`config.mk`:
```
export PLATFORM = sky130hd
export DESIGN_NAME = load_store_unit
export DESIGN_NICKNAME = d
export VERILOG_FILES = /design/src/rtl/lsu_pkg.sv /design/src/rtl/load_store_unit_load_formatter.sv /design/src/rtl/load_store_unit.sv
export SDC_FILE = /design/constraint.sdc
export NUM_CORES = 1
export LEC_CHECK = 0
export CAP_MARGIN = 20
export CORE_MARGIN = 3
export CORE_UTILIZATION = 43
export CTS_BUF_LIST = sky130_fd_sc_hd__clkbuf_4 sky130_fd_sc_hd__clkbuf_8
export DETAILED_ROUTE_END_ITERATION = 6
export PLACE_DENSITY = 0.87
export SETUP_SLACK_MARGIN = 0.05
export SLEW_MARGIN = 10
export SYNTH_ARGS = -nofsm -noshare
export SYNTH_HDL_FRONTEND = slang
export SYNTH_SLANG_ARGS = --single-unit
```
`constraint.sdc`:
```
create_clock -name clock -period 2.4 [get_ports clock]
set_clock_uncertainty 0.05 [all_clocks]
set_input_delay 0.24 -clock clock [delete_from_list [all_inputs] [get_ports clock]]
set_output_delay 0.24 -clock clock [all_outputs]
set_load 0.005 [all_outputs]
```
`src/rtl/lsu_pkg.sv`:
```
`default_nettype none
// ============================================================================
// Module   : lsu_pkg
// Purpose  : Shared types, constants and lane helpers for the load/store unit.
// Revision : 1.0  initial release
// ============================================================================
package lsu_pkg;

  typedef enum logic [1:0] {
    BYTE = 2'b00,
    HALF = 2'b01,
    WORD = 2'b10
  } size_e;

  typedef enum logic [1:0] {
    IDLE  = 2'b00,
    LOAD  = 2'b01,
    STORE = 2'b10
  } state_e;

  localparam logic [7:0] LSU_TIMEOUT_CYCLES = 8'd255;

  // Size 2'b11 has no enum member and is always rejected.
  function automatic logic is_misaligned(input logic [1:0] size, input logic [1:0] offset);
    return (size == 2'b11) || ((size == HALF) && offset[0]) ||
           ((size == WORD) && (offset != 2'b00));
  endfunction

  function automatic logic [3:0] lane_mask(input logic [1:0] size, input logic [1:0] offset);
    case (size)
      BYTE:    lane_mask = 4'b0001 << offset;
      HALF:    lane_mask = offset[1] ? 4'b1100 : 4'b0011;
      default: lane_mask = 4'b1111;
    endcase
  endfunction

  function automatic logic [31:0] store_lanes(input logic [1:0] size, input logic [31:0] data);
    case (size)
      BYTE:    store_lanes = {4{data[7:0]}};
      HALF:    store_lanes = {2{data[15:0]}};
      default: store_lanes = data;
    endcase
  endfunction

endpackage
`default_nettype wire

```
`src/rtl/load_store_unit_load_formatter.sv`:
```
`default_nettype none
// ============================================================================
// Module   : load_formatter
// Purpose  : Picks the addressed lane from a memory word and extends it.
// Revision : 1.0  initial release
// ============================================================================
module load_formatter
  import lsu_pkg::*;
(
  input  logic [31:0] loadData,
  input  logic [1:0]  offset,
  input  logic [1:0]  size,
  input  logic        unsignedLoad,
  output logic [31:0] result
);

  logic [7:0]  byte_lane;
  logic [15:0] half_lane;

  always_comb begin
    case (offset)
      2'b00:   byte_lane = loadData[7:0];
      2'b01:   byte_lane = loadData[15:8];
      2'b10:   byte_lane = loadData[23:16];
      default: byte_lane = loadData[31:24];
    endcase
    half_lane = offset[1] ? loadData[31:16] : loadData[15:0];

    case (size)
      BYTE:    result = {{24{byte_lane[7] & ~unsignedLoad}}, byte_lane};
      HALF:    result = {{16{half_lane[15] & ~unsignedLoad}}, half_lane};
      default: result = loadData;
    endcase
  end

endmodule
`default_nettype wire

```
`src/rtl/load_store_unit.sv`:
```
`default_nettype none
// ============================================================================
// Module   : load_store_unit
// Purpose  : Single-outstanding load/store bridge between pipeline and memory.
//            Optional wait-state watchdog enabled by macro LSU_TIMEOUT_EN.
// Revision : 1.0  initial release
// ============================================================================
module load_store_unit
  import lsu_pkg::*;
(
  input  logic        clock,
  input  logic        reset,
  input  logic        reqValid,
  output logic        reqReady,
  input  logic        reqStore,
  input  logic [1:0]  reqSize,
  input  logic        reqUnsigned,
  input  logic [31:0] reqAddress,
  input  logic [31:0] reqData,
  output logic        respValid,
  output logic [31:0] respData,
  output logic        respMisaligned,
  output logic        respTimeout,
  output logic [31:0] address,
  output logic [31:0] storeData,
  output logic [3:0]  byteEnable,
  output logic        storeValid,
  input  logic [31:0] loadData,
  input  logic        loadDataValid,
  input  logic        storeComplete
);

  state_e      state_q, state_d;
  logic [31:0] addr_q, addr_d;
  logic [1:0]  size_q, size_d;
  logic        unsigned_q, unsigned_d;
  logic [31:0] store_data_q, store_data_d;
  logic [3:0]  byte_en_q, byte_en_d;
  logic        store_valid_q, store_valid_d;
  logic        resp_valid_q, resp_valid_d;
  logic [31:0] resp_data_q, resp_data_d;
  logic        resp_mis_q, resp_mis_d;
  logic [31:0] load_result;
`ifdef LSU_TIMEOUT_EN
  logic [7:0]  wait_cnt_q, wait_cnt_d;
  logic        resp_to_q, resp_to_d;
`endif

  load_formatter u_load_formatter (
    .loadData     (loadData),
    .offset       (addr_q[1:0]),
    .size         (size_q),
    .unsignedLoad (unsigned_q),
    .result       (load_result)
  );

  always_comb begin
    state_d       = state_q;
    addr_d        = addr_q;
    size_d        = size_q;
    unsigned_d    = unsigned_q;
    store_data_d  = store_data_q;
    byte_en_d     = byte_en_q;
    store_valid_d = store_valid_q;
    resp_valid_d  = 1'b0;
    resp_data_d   = resp_data_q;
    resp_mis_d    = 1'b0;
`ifdef LSU_TIMEOUT_EN
    wait_cnt_d    = wait_cnt_q;
    resp_to_d     = 1'b0;
`endif

    unique case (state_q)
      IDLE: begin
        if (reqValid) begin
          addr_d     = reqAddress;
          size_d     = reqSize;
          unsigned_d = reqUnsigned;
          if (is_misaligned(reqSize, reqAddress[1:0])) begin
            resp_valid_d = 1'b1;
            resp_mis_d   = 1'b1;
            resp_data_d  = '0;
          end else if (reqStore) begin
            state_d       = STORE;
            store_valid_d = 1'b1;
            byte_en_d     = lane_mask(reqSize, reqAddress[1:0]);
            store_data_d  = store_lanes(reqSize, reqData);
          end else begin
            state_d = LOAD;
          end
        end
      end
      LOAD: begin
        if (loadDataValid) begin
          state_d      = IDLE;
          resp_valid_d = 1'b1;
          resp_data_d  = load_result;
        end
      end
      STORE: begin
        if (storeComplete) begin
          state_d       = IDLE;
          store_valid_d = 1'b0;
          byte_en_d     = '0;
          resp_valid_d  = 1'b1;
          resp_data_d   = '0;
        end
      end
      default: state_d = IDLE;
    endcase

`ifdef LSU_TIMEOUT_EN
    // Counter is zero on the first waiting cycle; the last allowed cycle forces the exit.
    if (state_q == IDLE) begin
      wait_cnt_d = '0;
    end else if (state_d != IDLE) begin
      if (wait_cnt_q == LSU_TIMEOUT_CYCLES - 8'd1) begin
        state_d       = IDLE;
        store_valid_d = 1'b0;
        byte_en_d     = '0;
        resp_valid_d  = 1'b1;
        resp_to_d     = 1'b1;
        resp_data_d   = '0;
      end else begin
        wait_cnt_d = wait_cnt_q + 8'd1;
      end
    end
`endif
  end

  always_ff @(posedge clock) begin
    if (!reset) begin
      state_q       <= IDLE;
      addr_q        <= '0;
      size_q        <= '0;
      unsigned_q    <= 1'b0;
      store_data_q  <= '0;
      byte_en_q     <= '0;
      store_valid_q <= 1'b0;
      resp_valid_q  <= 1'b0;
      resp_data_q   <= '0;
      resp_mis_q    <= 1'b0;
`ifdef LSU_TIMEOUT_EN
      wait_cnt_q    <= '0;
      resp_to_q     <= 1'b0;
`endif
    end else begin
      state_q       <= state_d;
      addr_q        <= addr_d;
      size_q        <= size_d;
      unsigned_q    <= unsigned_d;
      store_data_q  <= store_data_d;
      byte_en_q     <= byte_en_d;
      store_valid_q <= store_valid_d;
      resp_valid_q  <= resp_valid_d;
      resp_data_q   <= resp_data_d;
      resp_mis_q    <= resp_mis_d;
`ifdef LSU_TIMEOUT_EN
      wait_cnt_q    <= wait_cnt_d;
      resp_to_q     <= resp_to_d;
`endif
    end
  end

  assign reqReady       = (state_q == IDLE);
  assign respValid      = resp_valid_q;
  assign respData       = resp_data_q;
  assign respMisaligned = resp_mis_q;
  assign address        = addr_q;
  assign storeData      = store_data_q;
  assign byteEnable     = byte_en_q;
  assign storeValid     = store_valid_q;
`ifdef LSU_TIMEOUT_EN
  assign respTimeout    = resp_to_q;
`else
  assign respTimeout    = 1'b0;
`endif

endmodule
`default_nettype wire
```
==> flow_metrics.env <==
export IMPL_core_rowCount=37
export IMPL_clock_latency_ns=0.36
export IMPL_synth_cells=555
export IMPL_filler_cell_count=835
export IMPL_dpl_hpwl_um=11300
export IMPL_finalSetupTns_ns=0
export IMPL_hp_class="input pin to flip-flop"
export IMPL_finalSetupViolCount=0
export IMPL_postCtsSetupRepairBufs=0
export IMPL_slew_headroom=0.515
export IMPL_yosys_warnings=0
export IMPL_die_h_um=111
export IMPL_power_density_nw_per_um2=521
export IMPL_die_w_um=111
export IMPL_pre_cts_ws_ns=0.0847
export IMPL_p_comb_frac=0.205
export IMPL_drive_above_1_share=0.0654
export IMPL_min_period_ns=1.96
export IMPL_grt_setup_unrepaired="no"
export IMPL_antenna_left=0
export IMPL_crit_path_start_kind="input pin"
export IMPL_final_common_cell="clkdlybuf4s50_1"
export IMPL_wl_um=14700
export IMPL_nNetsFinal=849
export IMPL_clk_pin_slew_ns=0.11
export IMPL_p_leak_nw=2.93
export IMPL_synth_seq_cells=108
export IMPL_drt_iter0_markers=209
export IMPL_cts_buffer_depth=2
export IMPL_io_buffers=208
export IMPL_finalWorstSetupSlack_ns=0.445
export IMPL_postCtsResizedCells=0
export IMPL_avgViaCountPerCell=5.33
export IMPL_synthesis_nets=660
export IMPL_drc=0
export IMPL_cp_end_kind="flip-flop"
export IMPL_synth_top_area_frac=0.453
export IMPL_die_area_sq_um=12400
export IMPL_core_area_sq_um=10600
export IMPL_yosysUniqueCellTypes=40
export IMPL_vdd_drop_max_mv=0.273
export IMPL_synth_ff_type="dfxtp_1"
export IMPL_synth_avg_cell_area_sq_um=8.59
export IMPL_crit_type="input pin to flip-flop"
export IMPL_status="completed"
export IMPL_synth_edff_count=0
export IMPL_maxCapViolations=0
export IMPL_seqPwrFrac=0.515
export IMPL_pwr_share_clk=0.280
export IMPL_vias=4720
export IMPL_crit_fanout=16
export IMPL_grt_total_usage=0.234
export IMPL_cts_sinks=108
export IMPL_synth_area_sq_um=4770
export IMPL_synthTopCellsByArea="dfxtp_1 (45%), nand2_1 (9.7%), a21boi_0 (5.8%)"
export IMPL_gp_congestion=0.878
export IMPL_period_share=0.815
export IMPL_switching_share=0.278
export IMPL_fmax_mhz=511
export IMPL_synth_top_area_cell="dfxtp_1"
export IMPL_antenna_found_initial=0
export IMPL_diodes=0
export IMPL_worstPathRequired_ns=2.66
export IMPL_start_util=0.452
export IMPL_io_pins=210
export IMPL_finalHoldViolations=0
export IMPL_crit_arrival_ns=2.22
export IMPL_synth_async_sr_flop_share=0
export IMPL_switching_power_mw=1.04
export IMPL_p_int_mw=2.69
export IMPL_area_growth_pct=50.2
export IMPL_wire_per_inst_um=16.6
export IMPL_finalMaxSlewViolations=0
export IMPL_overflow=0
export IMPL_final_cell_mix="clkdlybuf4s50_1 (207), nand2_1 (123), dfxtp_1 (108)"
export IMPL_grt_max_degree=68
export IMPL_synth_seq_area_share=0.453
export IMPL_cts_tree="yes"
export IMPL_grt_pass1_vias=4665
export IMPL_grt_pass1_wl_um=23800
export IMPL_tightestPinTransition_ns=0.725
export IMPL_cts_made_buffers=9
export IMPL_holdWs_ns=0.325
export IMPL_hold_buffers=0
export IMPL_clockRootBuffer="clkbuf_8"
export IMPL_power_mw=3.73
export IMPL_htree_levels=3
export IMPL_drtPass1Iterations=5
==> cell families (layout without fill, tap and decap cells) <==
logic type / Yosys count / count (layout) / share of synthesized area
compound gates: 161 / 161 / 0.237
buf+inv: 53 / 247 / 0.0480
flops: 108 / 108 / 0.453
mux: 34 / 34 / 0.0761
other cells: 1 / 1 / 0.000786
simple gates: 198 / 198 / 0.184
==> state kept, by name, indices dropped and copies added (netlist names), 2 cells and up <==
register    count
state_q         2
byteEnable      4
size_q          2
address        32
storeData      32
respData       32
==> metal layers <==
layer | routed length [um] | vias up | share of wire | GRT usage
li1 | - | 2325 | - | -
met1 | 5840 | 2143 | 0.40 | 0.279
met2 | 6980 | 219 | 0.47 | 0.389
met3 | 1530 | 33 | 0.10 | 0.0819
met4 | 379 | 0 | 0.026 | 0.0868
met5 | 0 | - | 0 | 0
==> final timing paths <==
kind / start / end / slack [ns] / cells after the start
setup / recovery: reqAddress[0] / respData[7] / 0.44 / 6
hold / removal: reset / respData[12] / 0.32 / 4
setup reg to reg: state_q[1] / respData[7] / 0.51 / 4
hold reg to reg: storeData[7] / storeData[7] / 0.41 / 2
==> stage by stage <==
step	utilization	std cells	area, sq um
floorplan	-	555	4770
global placement	0.660	868	6970
detailed placement	0.661	869	6980
CTS	0.679	885	7160
global route	0.679	885	7160
finish	0.679	885	7160
==> power by group through the flow <==
| stage | sequential [mW] | combinational [mW] | clock, mW |
|---|---|---|---|
| 3_5_place_dp | 1.96 | 0.765 | 0 |
| 3_3_place_gp | 1.96 | 0.744 | 0 |
| 6_report | 1.92 | 0.765 | 1.04 |
| 5_1_grt | 1.93 | 0.834 | 1.14 |
| 2_1_floorplan | 1.96 | 0.330 | 0 |
| 4_1_cts | 1.92 | 0.768 | 1.08 |
==> critical path, stage by stage <==
cell,delay (ns)
clkdlybuf4s50_1,0.50
a21oi_1,0.36
nor3_2,0.13
a211oi_4,0.60
buf_8,0.24
a22o_1,0.14
==> final cells by class <==
cell class / count / area, sq um / area share
multi-input combinational: 394 / 2390 / 0.334
timing repair buffer: 227 / 2240 / 0.313
sequential: 108 / 2160 / 0.302
tap: 136 / 170 / 0.0238
clock buffer: 9 / 124 / 0.0173
clock inverter: 7 / 56.3 / 0.00786
inverter: 4 / 15.0 / 0.00210
==> Yosys cell counts, types with 3 or more instances <==
| cell | number |
|---|---|
| a21boi_0 | 37 |
| a21oi_1 | 24 |
| a221o_1 | 3 |
| a22o_1 | 8 |
| and2_1 | 3 |
| buf_1 | 9 |
| buf_2 | 12 |
| clkbuf_1 | 25 |
| dfxtp_1 | 108 |
| inv_1 | 4 |
| mux2_2 | 8 |
| mux2i_1 | 25 |
| nand2_1 | 123 |
| nand3_1 | 44 |
| nand3b_1 | 3 |
| nor2_1 | 8 |
| nor2b_1 | 3 |
| nor3b_1 | 3 |
| o211a_1 | 17 |
| o21ai_0 | 40 |
| o22ai_1 | 3 |
| o2bb2ai_1 | 22 |
Note: power is estimated with default switching activity, not from simulation.
